### src/rtl/axil_cfg_master.sv
// axil_cfg_master: AXI4-Lite initiator. Turns one command beat into exactly
// one AXI-Lite read or write, then returns one response beat. Only one
// transaction is ever in flight, and every output comes straight from a flop.
//
// Handshake semantics (cmd, rsp and all AXI channels): a beat transfers on a
// rising edge where valid & ready are both high. A source never waits for
// ready before raising valid. Once valid is high it stays high, with its
// payload stable, until the transfer completes.
module axil_cfg_master #(
  parameter int ADDR_WIDTH     = 32,
  parameter int DATA_WIDTH     = 32,
  parameter int TIMEOUT_CYCLES = 1024
) (
  input  logic                                        m_axi_ps_clk,
  input  logic                                        m_axi_ps_aresetn,
  input  logic [ADDR_WIDTH+DATA_WIDTH+DATA_WIDTH/8-1:0] cmd_tdata,
  input  logic                                        cmd_tuser,
  input  logic                                        cmd_tvalid,
  output logic                                        cmd_tready,
  output logic [DATA_WIDTH-1:0]                       rsp_tdata,
  output logic [2:0]                                  rsp_tuser,
  output logic                                        rsp_tvalid,
  input  logic                                        rsp_tready,
  output logic [ADDR_WIDTH-1:0]                       m_axi_ps_awaddr,
  output logic [2:0]                                  m_axi_ps_awprot,
  output logic                                        m_axi_ps_awvalid,
  input  logic                                        m_axi_ps_awready,
  output logic [DATA_WIDTH-1:0]                       m_axi_ps_wdata,
  output logic [DATA_WIDTH/8-1:0]                     m_axi_ps_wstrb,
  output logic                                        m_axi_ps_wvalid,
  input  logic                                        m_axi_ps_wready,
  input  logic [1:0]                                  m_axi_ps_bresp,
  input  logic                                        m_axi_ps_bvalid,
  output logic                                        m_axi_ps_bready,
  output logic [ADDR_WIDTH-1:0]                       m_axi_ps_araddr,
  output logic [2:0]                                  m_axi_ps_arprot,
  output logic                                        m_axi_ps_arvalid,
  input  logic                                        m_axi_ps_arready,
  input  logic [DATA_WIDTH-1:0]                       m_axi_ps_rdata,
  input  logic [1:0]                                  m_axi_ps_rresp,
  input  logic                                        m_axi_ps_rvalid,
  output logic                                        m_axi_ps_rready,
  output logic                                        timeout,
  output logic [15:0]                                 err_count,
  output logic [2:0]                                  dbg_state
);

  localparam int STRB_WIDTH = DATA_WIDTH / 8;
  localparam logic [16:0] TO_LIMIT = 17'(TIMEOUT_CYCLES);

  typedef enum logic [2:0] {
    S_IDLE  = 3'd0,
    S_WR    = 3'd1,
    S_WR_B  = 3'd2,
    S_RD_AR = 3'd3,
    S_RD_R  = 3'd4,
    S_RSP   = 3'd5
  } state_t;

  state_t                  state_q, state_d;
  logic                    cmd_tready_q, cmd_tready_d;
  logic                    awvalid_q, awvalid_d;
  logic                    wvalid_q, wvalid_d;
  logic                    bready_q, bready_d;
  logic                    arvalid_q, arvalid_d;
  logic                    rready_q, rready_d;
  logic                    rsp_tvalid_q, rsp_tvalid_d;
  logic [ADDR_WIDTH-1:0]   awaddr_q, awaddr_d;
  logic [DATA_WIDTH-1:0]   wdata_q, wdata_d;
  logic [STRB_WIDTH-1:0]   wstrb_q, wstrb_d;
  logic [ADDR_WIDTH-1:0]   araddr_q, araddr_d;
  logic [DATA_WIDTH-1:0]   rdata_q, rdata_d;
  logic [1:0]              resp_q, resp_d;
  logic                    is_read_q, is_read_d;
  logic [15:0]             wait_cnt_q, wait_cnt_d;
  logic                    timeout_q, timeout_d;
  logic [15:0]             err_count_q, err_count_d;

  // Command word layout: {wstrb, addr, wdata}, wdata in the LSBs.
  logic [DATA_WIDTH-1:0]   cmd_wdata;
  logic [ADDR_WIDTH-1:0]   cmd_addr;
  logic [STRB_WIDTH-1:0]   cmd_wstrb;
  assign cmd_wdata = cmd_tdata[DATA_WIDTH-1:0];
  assign cmd_addr  = cmd_tdata[DATA_WIDTH +: ADDR_WIDTH];
  assign cmd_wstrb = cmd_tdata[DATA_WIDTH+ADDR_WIDTH +: STRB_WIDTH];

  logic waiting;
  assign waiting = (state_q == S_WR) || (state_q == S_WR_B) ||
                   (state_q == S_RD_AR) || (state_q == S_RD_R);

  // Next-state, channel control, capture, and timeout/error bookkeeping.
  always_comb begin
    state_d      = state_q;
    cmd_tready_d = cmd_tready_q;
    awvalid_d    = awvalid_q;
    wvalid_d     = wvalid_q;
    bready_d     = bready_q;
    arvalid_d    = arvalid_q;
    rready_d     = rready_q;
    rsp_tvalid_d = rsp_tvalid_q;
    awaddr_d     = awaddr_q;
    wdata_d      = wdata_q;
    wstrb_d      = wstrb_q;
    araddr_d     = araddr_q;
    rdata_d      = rdata_q;
    resp_d       = resp_q;
    is_read_d    = is_read_q;
    wait_cnt_d   = wait_cnt_q;
    timeout_d    = timeout_q;
    err_count_d  = err_count_q;

    case (state_q)
      S_IDLE: begin
        if (cmd_tvalid && cmd_tready_q) begin
          cmd_tready_d = 1'b0;
          is_read_d    = cmd_tuser;
          if (cmd_tuser) begin
            araddr_d  = cmd_addr;
            arvalid_d = 1'b1;
            state_d   = S_RD_AR;
          end else begin
            awaddr_d  = cmd_addr;
            wdata_d   = cmd_wdata;
            wstrb_d   = cmd_wstrb;
            awvalid_d = 1'b1;
            wvalid_d  = 1'b1;
            state_d   = S_WR;
          end
        end else begin
          cmd_tready_d = 1'b1;
        end
      end
      S_WR: begin
        // AW and W retire independently; move on once neither is pending.
        if (awvalid_q && m_axi_ps_awready) awvalid_d = 1'b0;
        if (wvalid_q && m_axi_ps_wready)   wvalid_d  = 1'b0;
        if ((!awvalid_q || m_axi_ps_awready) && (!wvalid_q || m_axi_ps_wready)) begin
          bready_d = 1'b1;
          state_d  = S_WR_B;
        end
      end
      S_WR_B: begin
        if (m_axi_ps_bvalid && bready_q) begin
          resp_d       = m_axi_ps_bresp;
          rdata_d      = '0;
          bready_d     = 1'b0;
          rsp_tvalid_d = 1'b1;
          state_d      = S_RSP;
        end
      end
      S_RD_AR: begin
        if (arvalid_q && m_axi_ps_arready) begin
          arvalid_d = 1'b0;
          rready_d  = 1'b1;
          state_d   = S_RD_R;
        end
      end
      S_RD_R: begin
        if (m_axi_ps_rvalid && rready_q) begin
          rdata_d      = m_axi_ps_rdata;
          resp_d       = m_axi_ps_rresp;
          rready_d     = 1'b0;
          rsp_tvalid_d = 1'b1;
          state_d      = S_RSP;
        end
      end
      S_RSP: begin
        if (rsp_tready) begin
          rsp_tvalid_d = 1'b0;
          cmd_tready_d = 1'b1;
          state_d      = S_IDLE;
          if ((resp_q != 2'b00) && (err_count_q != 16'hFFFF)) begin
            err_count_d = err_count_q + 16'd1;
          end
        end
      end
      default: state_d = S_IDLE;
    endcase

    // The wait counter only tracks the current handshake wait; the
    // transaction itself keeps going after the timeout flag sets.
    if (waiting) begin
      if (wait_cnt_q != 16'hFFFF) wait_cnt_d = wait_cnt_q + 16'd1;
      if (({1'b0, wait_cnt_q} + 17'd1) >= TO_LIMIT) timeout_d = 1'b1;
    end
    if (state_d != state_q) wait_cnt_d = '0;
  end

  // State and output registers; reset drops any transaction in flight.
  always_ff @(posedge m_axi_ps_clk or negedge m_axi_ps_aresetn) begin
    if (!m_axi_ps_aresetn) begin
      state_q      <= S_IDLE;
      cmd_tready_q <= 1'b0;
      awvalid_q    <= 1'b0;
      wvalid_q     <= 1'b0;
      bready_q     <= 1'b0;
      arvalid_q    <= 1'b0;
      rready_q     <= 1'b0;
      rsp_tvalid_q <= 1'b0;
      awaddr_q     <= '0;
      wdata_q      <= '0;
      wstrb_q      <= '0;
      araddr_q     <= '0;
      rdata_q      <= '0;
      resp_q       <= 2'b00;
      is_read_q    <= 1'b0;
      wait_cnt_q   <= '0;
      timeout_q    <= 1'b0;
      err_count_q  <= '0;
    end else begin
      state_q      <= state_d;
      cmd_tready_q <= cmd_tready_d;
      awvalid_q    <= awvalid_d;
      wvalid_q     <= wvalid_d;
      bready_q     <= bready_d;
      arvalid_q    <= arvalid_d;
      rready_q     <= rready_d;
      rsp_tvalid_q <= rsp_tvalid_d;
      awaddr_q     <= awaddr_d;
      wdata_q      <= wdata_d;
      wstrb_q      <= wstrb_d;
      araddr_q     <= araddr_d;
      rdata_q      <= rdata_d;
      resp_q       <= resp_d;
      is_read_q    <= is_read_d;
      wait_cnt_q   <= wait_cnt_d;
      timeout_q    <= timeout_d;
      err_count_q  <= err_count_d;
    end
  end

  assign cmd_tready       = cmd_tready_q;
  assign rsp_tdata        = rdata_q;
  assign rsp_tuser        = {is_read_q, resp_q};
  assign rsp_tvalid       = rsp_tvalid_q;
  assign m_axi_ps_awaddr  = awaddr_q;
  assign m_axi_ps_awprot  = 3'b000;
  assign m_axi_ps_awvalid = awvalid_q;
  assign m_axi_ps_wdata   = wdata_q;
  assign m_axi_ps_wstrb   = wstrb_q;
  assign m_axi_ps_wvalid  = wvalid_q;
  assign m_axi_ps_bready  = bready_q;
  assign m_axi_ps_araddr  = araddr_q;
  assign m_axi_ps_arprot  = 3'b000;
  assign m_axi_ps_arvalid = arvalid_q;
  assign m_axi_ps_rready  = rready_q;
  assign timeout          = timeout_q;
  assign err_count        = err_count_q;
  assign dbg_state        = state_q;

endmodule

### config.mk
export PLATFORM = sky130hd
export DESIGN_NAME = axil_cfg_master
export DESIGN_NICKNAME = d
export VERILOG_FILES = /design/src/rtl/axil_cfg_master.sv
export SDC_FILE = /design/constraint.sdc
export NUM_CORES = 1
export LEC_CHECK = 0
export CAP_MARGIN = 20
export CORE_ASPECT_RATIO = 0.7
export CORE_MARGIN = 3
export CORE_UTILIZATION = 48
export CTS_CLUSTER_SIZE = 16
export DETAILED_ROUTE_END_ITERATION = 16
export PLACE_DENSITY_LB_ADDON = 0.15
export SLEW_MARGIN = 0
export SYNTH_ARGS = -nofsm -noshare
export SYNTH_HDL_FRONTEND = slang
export SYNTH_SLANG_ARGS = --single-unit
### constraint.sdc
create_clock -name m_axi_ps_clk -period 3.8 [get_ports m_axi_ps_clk]
set_input_delay 0.76 -clock m_axi_ps_clk [delete_from_list [all_inputs] [get_ports m_axi_ps_clk]]
set_output_delay 0.76 -clock m_axi_ps_clk [all_outputs]
set_load 0.01 [all_outputs]
== After elaboration in Yosys (flattened, before gate mapping) ==
Index checks and enable logic that the tools add are counted.

* Flip-flop bits (word level): 178
* Input port bits: 114
* Output and inout bits: 168
* Logic and storage cells: 121

* $add $sub $neg: 3
* Order comparisons: 1
* Equality and inequality tests: 18
* Muxes and demuxes: 40
* Bitwise gates (word level): 1
* Reductions and logical operators: 40

{| class="wikitable"
|+ Operators by type and width
! cell !! number
|-
| $mux 32 || 2
|-
| $pmux 32 s2 || 1
|-
| $mux 16 || 3
|-
| $add 16x1->16 const B || 2
|-
| $ne 16x16->1 const B || 2
|-
| $mux 3 || 6
|-
| $pmux 3 s6 || 1
|-
| $reduce_and 3->1 || 6
|-
| $reduce_bool 2->1 || 9
|-
| $add 16x1->17 const B || 1
|-
| $ge 17x11->1 const B || 1
|-
| $mux 1 || 16
|-
| $reduce_and 4->1 || 4
|-
| $ne 2x1->1 const B || 6
|-
| $pmux 1 s2 || 6
|-
| $logic_and 1x1->1 || 8
|-
| $ne 2x2->1 const B || 4
|-
| $reduce_and 2->1 || 4
|-
| $eq 3x2->1 const B || 2
|-
| $eq 3x3->1 const B || 2
|-
| $mux 2 || 3
|-
| $logic_or 1x1->1 || 5
|-
| $pmux 2 s2 || 1
|-
| $eq 3x1->1 const B || 1
|-
| other kinds (6) || 7
|}

== Longest topological paths before layout ==
* Word-level depth: 8
* Gate-level depth with buffers: 8
* Gate-level depth less buffers: 6

== Least setup slack after synthesis ==
No wires, ideal clock.

* Kind: in2reg
* Start: in m_axi_ps_rvalid
* End: reg wait_cnt_q[0]
* Setup time: 119 ps
* Arrival: 1788 ps
* Data required time: 3681 ps
* Slack: 1893 ps
* Stages: 6
* Buffers on the path: 1
* Cell sequence: nand3_1 -> or3_1 -> nand4_2 -> mux2i_4 -> buf_6 -> nor2_1

* Cells in the longest elaborated chain, start to end: 6
* Elaborated cells on any way between the ends: 8
* Classes of those cells: 1 x eq/ne; 3 x mux; 4 x reduce/logical

{| class="wikitable"
|+ RTL lines
! item !! RTL line !! source
|-
| start, declared || 41 || <nowiki>input logic m_axi_ps_rvalid,</nowiki>
|-
| $logic_and 1x1->1 (*) || 159 || <nowiki>if (m_axi_ps_rvalid && rready_q) begin</nowiki>
|-
| $mux 3 (*) || 159 ||
|-
| $pmux 3 s6 (*) || 112 || <nowiki>case (state_q)</nowiki>
|-
| via state_d[0] || 60 || <nowiki>state_t state_q, state_d;</nowiki>
|-
| $ne 3x3->1 (*) || 186 || <nowiki>if (state_d != state_q) wait_cnt_d = '0;</nowiki>
|-
| $reduce_bool 2->1 (no source line) || - ||
|-
| $reduce_and 2->1 (no source line) || - ||
|-
| end signal, assigned || 226 || <nowiki>wait_cnt_q <= wait_cnt_d;</nowiki>
|-
| end, declared || 75 || <nowiki>logic [15:0] wait_cnt_q, wait_cnt_d;</nowiki>
|}

The timed path passes the listed nets; every way through them passes the cells marked *.
A chain may end at the register's enable or synchronous reset.

== Worst setup path after layout ==
* Start: reg state_q[0], in the netlist dbg_state[0]
* End: out dbg_state[0]

{| class="wikitable"
|+ RTL lines
! item !! RTL line !! source
|-
| start, declared || 60 ||
|-
| start signal, assigned || 211 || <nowiki>state_q <= state_d;</nowiki>
|-
| end, declared || 45 || <nowiki>output logic [2:0] dbg_state</nowiki>
|}

No word-level cell between the ends.

==> metrics.yaml <==
syn2layout_area_growth_pct: 45.5
io_pins: 282
timing_worst_slew_pin_value_ps: 1040
stdcell_area_um2: 11100
die_w_um: 157
grt_pass1_vias: 6036
cp-start-kind: "register"
grt_util_met2_pct: 38.4
syn_inst: 618
finalHoldViolations: 0
dp_hpwl_um: 14500
ant_nets: 0
slowest_delay_ps: 860
vias: 5750
core_area_um2: 15100
grt_overflow: 0
grtUsageTotal_pct: 23.0
cts_sinks: 178
drive_above_1_share_pct: 13.7
initial_core_util_pct: 50.6
maxCapViolations: 0
synth_cell_types: 62
setup_viol: 0
fin_crit_ps: 2720
cts_resized: 0
critical_path_class: "reg -> out"
numCtsBuffers: 17
maxSlewHeadroom_pct: 30.7
finalCoreUtilization_pct: 73.6
worstHoldPathType: "in -> async"
cts.hold.buffers_added: 0
wl_um: 19900
min_period_over_period_pct: 71.6
dr.pass1.iters: 4
busiest_layer: "met2"
cp_data_arrival_time_ps: 1960
power_density_nw_per_um2: 736
clk_pin_slew_ps: 60
fp-row-count: 37
drtIter0Drc: 287
finClkSkew_ps: 7.35
die-area_um2: 17500
rsz0062_at_grt: "false"
yosysSeqAreaShare_pct: 58.2
dp_worst_setup_slack_ps: 1010
gp_congestion: 0.836
ctsRootBufferMaster: "clkbuf_16"
max_freq_mhz: 368
cts_buffer_depth: 2
synth-async-reset-ratio_pct: 100
yosys_most_used_dff: "dfrtp_1"
drv_slew: 0
path_max_fanout: 22
clkLatencyLatePin_ps: 420
synth_seq_cells: 178
slowest_stage: "dfrtp_1"
grtUsageMet3_pct: 8.35
yosysWarnings: 0
synth-edff-count: 0
crit_path_cell_trace: "clkdlybuf4s50_1"
cts_tree: "done"
via_per_inst: 5.23
htreeDepth: 4
critical-path-top-delay-family: "flip-flops"
port_buffers: 275
fin_nets: 1007
grt_pass1_wl_um: 31900
avgSynthCellArea_um2: 12.4
drc: 0
status: "completed"
setup_ws_ps: 1080
die-height_um: 112
grt_max_degree: 69
fillers: 1020
wl_per_cell_um: 18.1
cp.required_ps: 3040
antenna_found_initial: 1
critical_path.n_buffers_inverters: 1
post_cts_buffers: 0
syn_area_um2: 7660
dp.cells: 1066
end_kind: "primary output"
final_cells: 1100
vdd_ir_drop_max_mv: 0.461
leakagePower_nw: 4.65
finalSetupTns_ps: 0
grt_util_met1_pct: 27.9
placed_cell_area_um2: 10500
## synth_stat cells, drive strengths merged, types with 3 or more instances
master	count	share of area, %
a21oi	6	0.44
a31oi	5	0.41
and3	4	0.33
buf	28	2.7
clkbuf	6	0.31
dfrtp	178	58
inv	5	0.25
mux2	102	15
mux2i	5	0.82
nand2	94	4.7
nand2b	3	0.25
nand3	15	1.2
nand4	11	1.1
nor2	26	1.4
nor2b	4	0.33
nor3	13	0.98
nor4	10	1.7
o21ai	42	2.9
or2	3	0.28
or3	3	0.25
xnor2	20	2.3
xor2	7	0.80
## layout make-up
class | instances | area [um2] | share of cell area, %
Antenna cell | 1 | 2.50 | 0.0225
Clock buffer | 20 | 447 | 4.01
Clock inverter | 12 | 155 | 1.39
Inverter | 5 | 18.8 | 0.168
Multi-Input combinational cell | 406 | 2980 | 26.7
Sequential cell | 178 | 4450 | 40.0
Tap cell | 195 | 244 | 2.19
Timing Repair Buffer | 283 | 2850 | 25.5
## final timing paths
path / start / endpoint / slack, ps / cells past startpoint
min reg2reg: timeout / timeout / 480 / 1
max in group asynchronous: m_axi_ps_aresetn / m_axi_ps_wdata[2] / 2630 / 2
min in group m_axi_ps_clk: timeout / timeout / 480 / 1
max reg2reg: dbg_state[2] / rsp_tdata[12] / 1480 / 4
max: dbg_state[0] / dbg_state[0] / 1080 / 1
min: m_axi_ps_aresetn / m_axi_ps_awaddr[21] / 320 / 1
## through the flow
step	hold WS, ps	power (mW)
after CTS	333	8.27
after floorplan	448	4.54
after global routing	355	8.67
after global placement	460	6.33
after detailed placement	473	6.44
final	316	8.20
## state kept, by name, indices dropped and copies added (netlist names)
signal            flops
is_read_q             1
m_axi_ps_wdata       32
m_axi_ps_awvalid      1
timeout               1
wait_cnt_q           16
m_axi_ps_arvalid      1
cmd_tready            1
m_axi_ps_wstrb        4
m_axi_ps_araddr      32
m_axi_ps_awaddr      32
err_count            16
rsp_tdata            32
m_axi_ps_rready       1
m_axi_ps_bready       1
resp_q                2
rsp_tvalid            1
m_axi_ps_wvalid       1
dbg_state             3
## power breakdown
group | internal [mW] | switching, mW | total, mW
registers | 2.62 | 0.491 | 3.11
logic | 1.92 | 1.37 | 3.29
clock network | 1.06 | 0.735 | 1.79
## metal layers
layer / wire length (um) / share of wire, %
met5: 0 / 0
met4: 371 / 1.9
met3: 1770 / 8.9
met2: 9960 / 50
met1: 7830 / 39
## kinds of logic (layout without fill, tap and decap cells)
| logic type | count (synthesis) | count (layout) | synth area share (%) |
|---|---|---|---|
| adders and majority gates | 2 | 2 | 0.327 |
| DFF | 178 | 178 | 58.2 |
| xor gates and xnor gates | 27 | 27 | 3.09 |
| buffers and inverters | 39 | 320 | 3.25 |
| muxes | 107 | 107 | 15.8 |
| AOI/OAI and AO/OA | 67 | 67 | 5.33 |
| other | 1 | 7 | 0.0490 |
| and+or+nand+nor | 197 | 197 | 14.0 |
## cells in the final DEF, fill, tap and decap left out, types with 3 or more instances in the layout
| cell type | n |
|---|---|
| nor2b_1 | 4 |
| dfrtp_1 | 178 |
| inv_1 | 5 |
| inv_6 | 3 |
| nand3_1 | 13 |
| nor3_1 | 11 |
| clkinv_2 | 3 |
| a31oi_1 | 5 |
| a21oi_1 | 5 |
| nand2_1 | 93 |
| mux2_1 | 42 |
| clkdlybuf4s50_1 | 274 |
| xor2_1 | 7 |
| nor4_2 | 6 |
| nor2_1 | 25 |
| mux2i_1 | 4 |
| bufinv_16 | 3 |
| nand4_1 | 8 |
| conb_1 | 6 |
| o21ai_0 | 34 |
| xnor2_1 | 20 |
| nand4_2 | 3 |
| or3_1 | 3 |
| o21ai_1 | 7 |
| clkbuf_16 | 17 |
| buf_4 | 6 |
| and3_1 | 4 |
| mux2_2 | 60 |
Note: power is estimated with default switching activity, not from simulation.
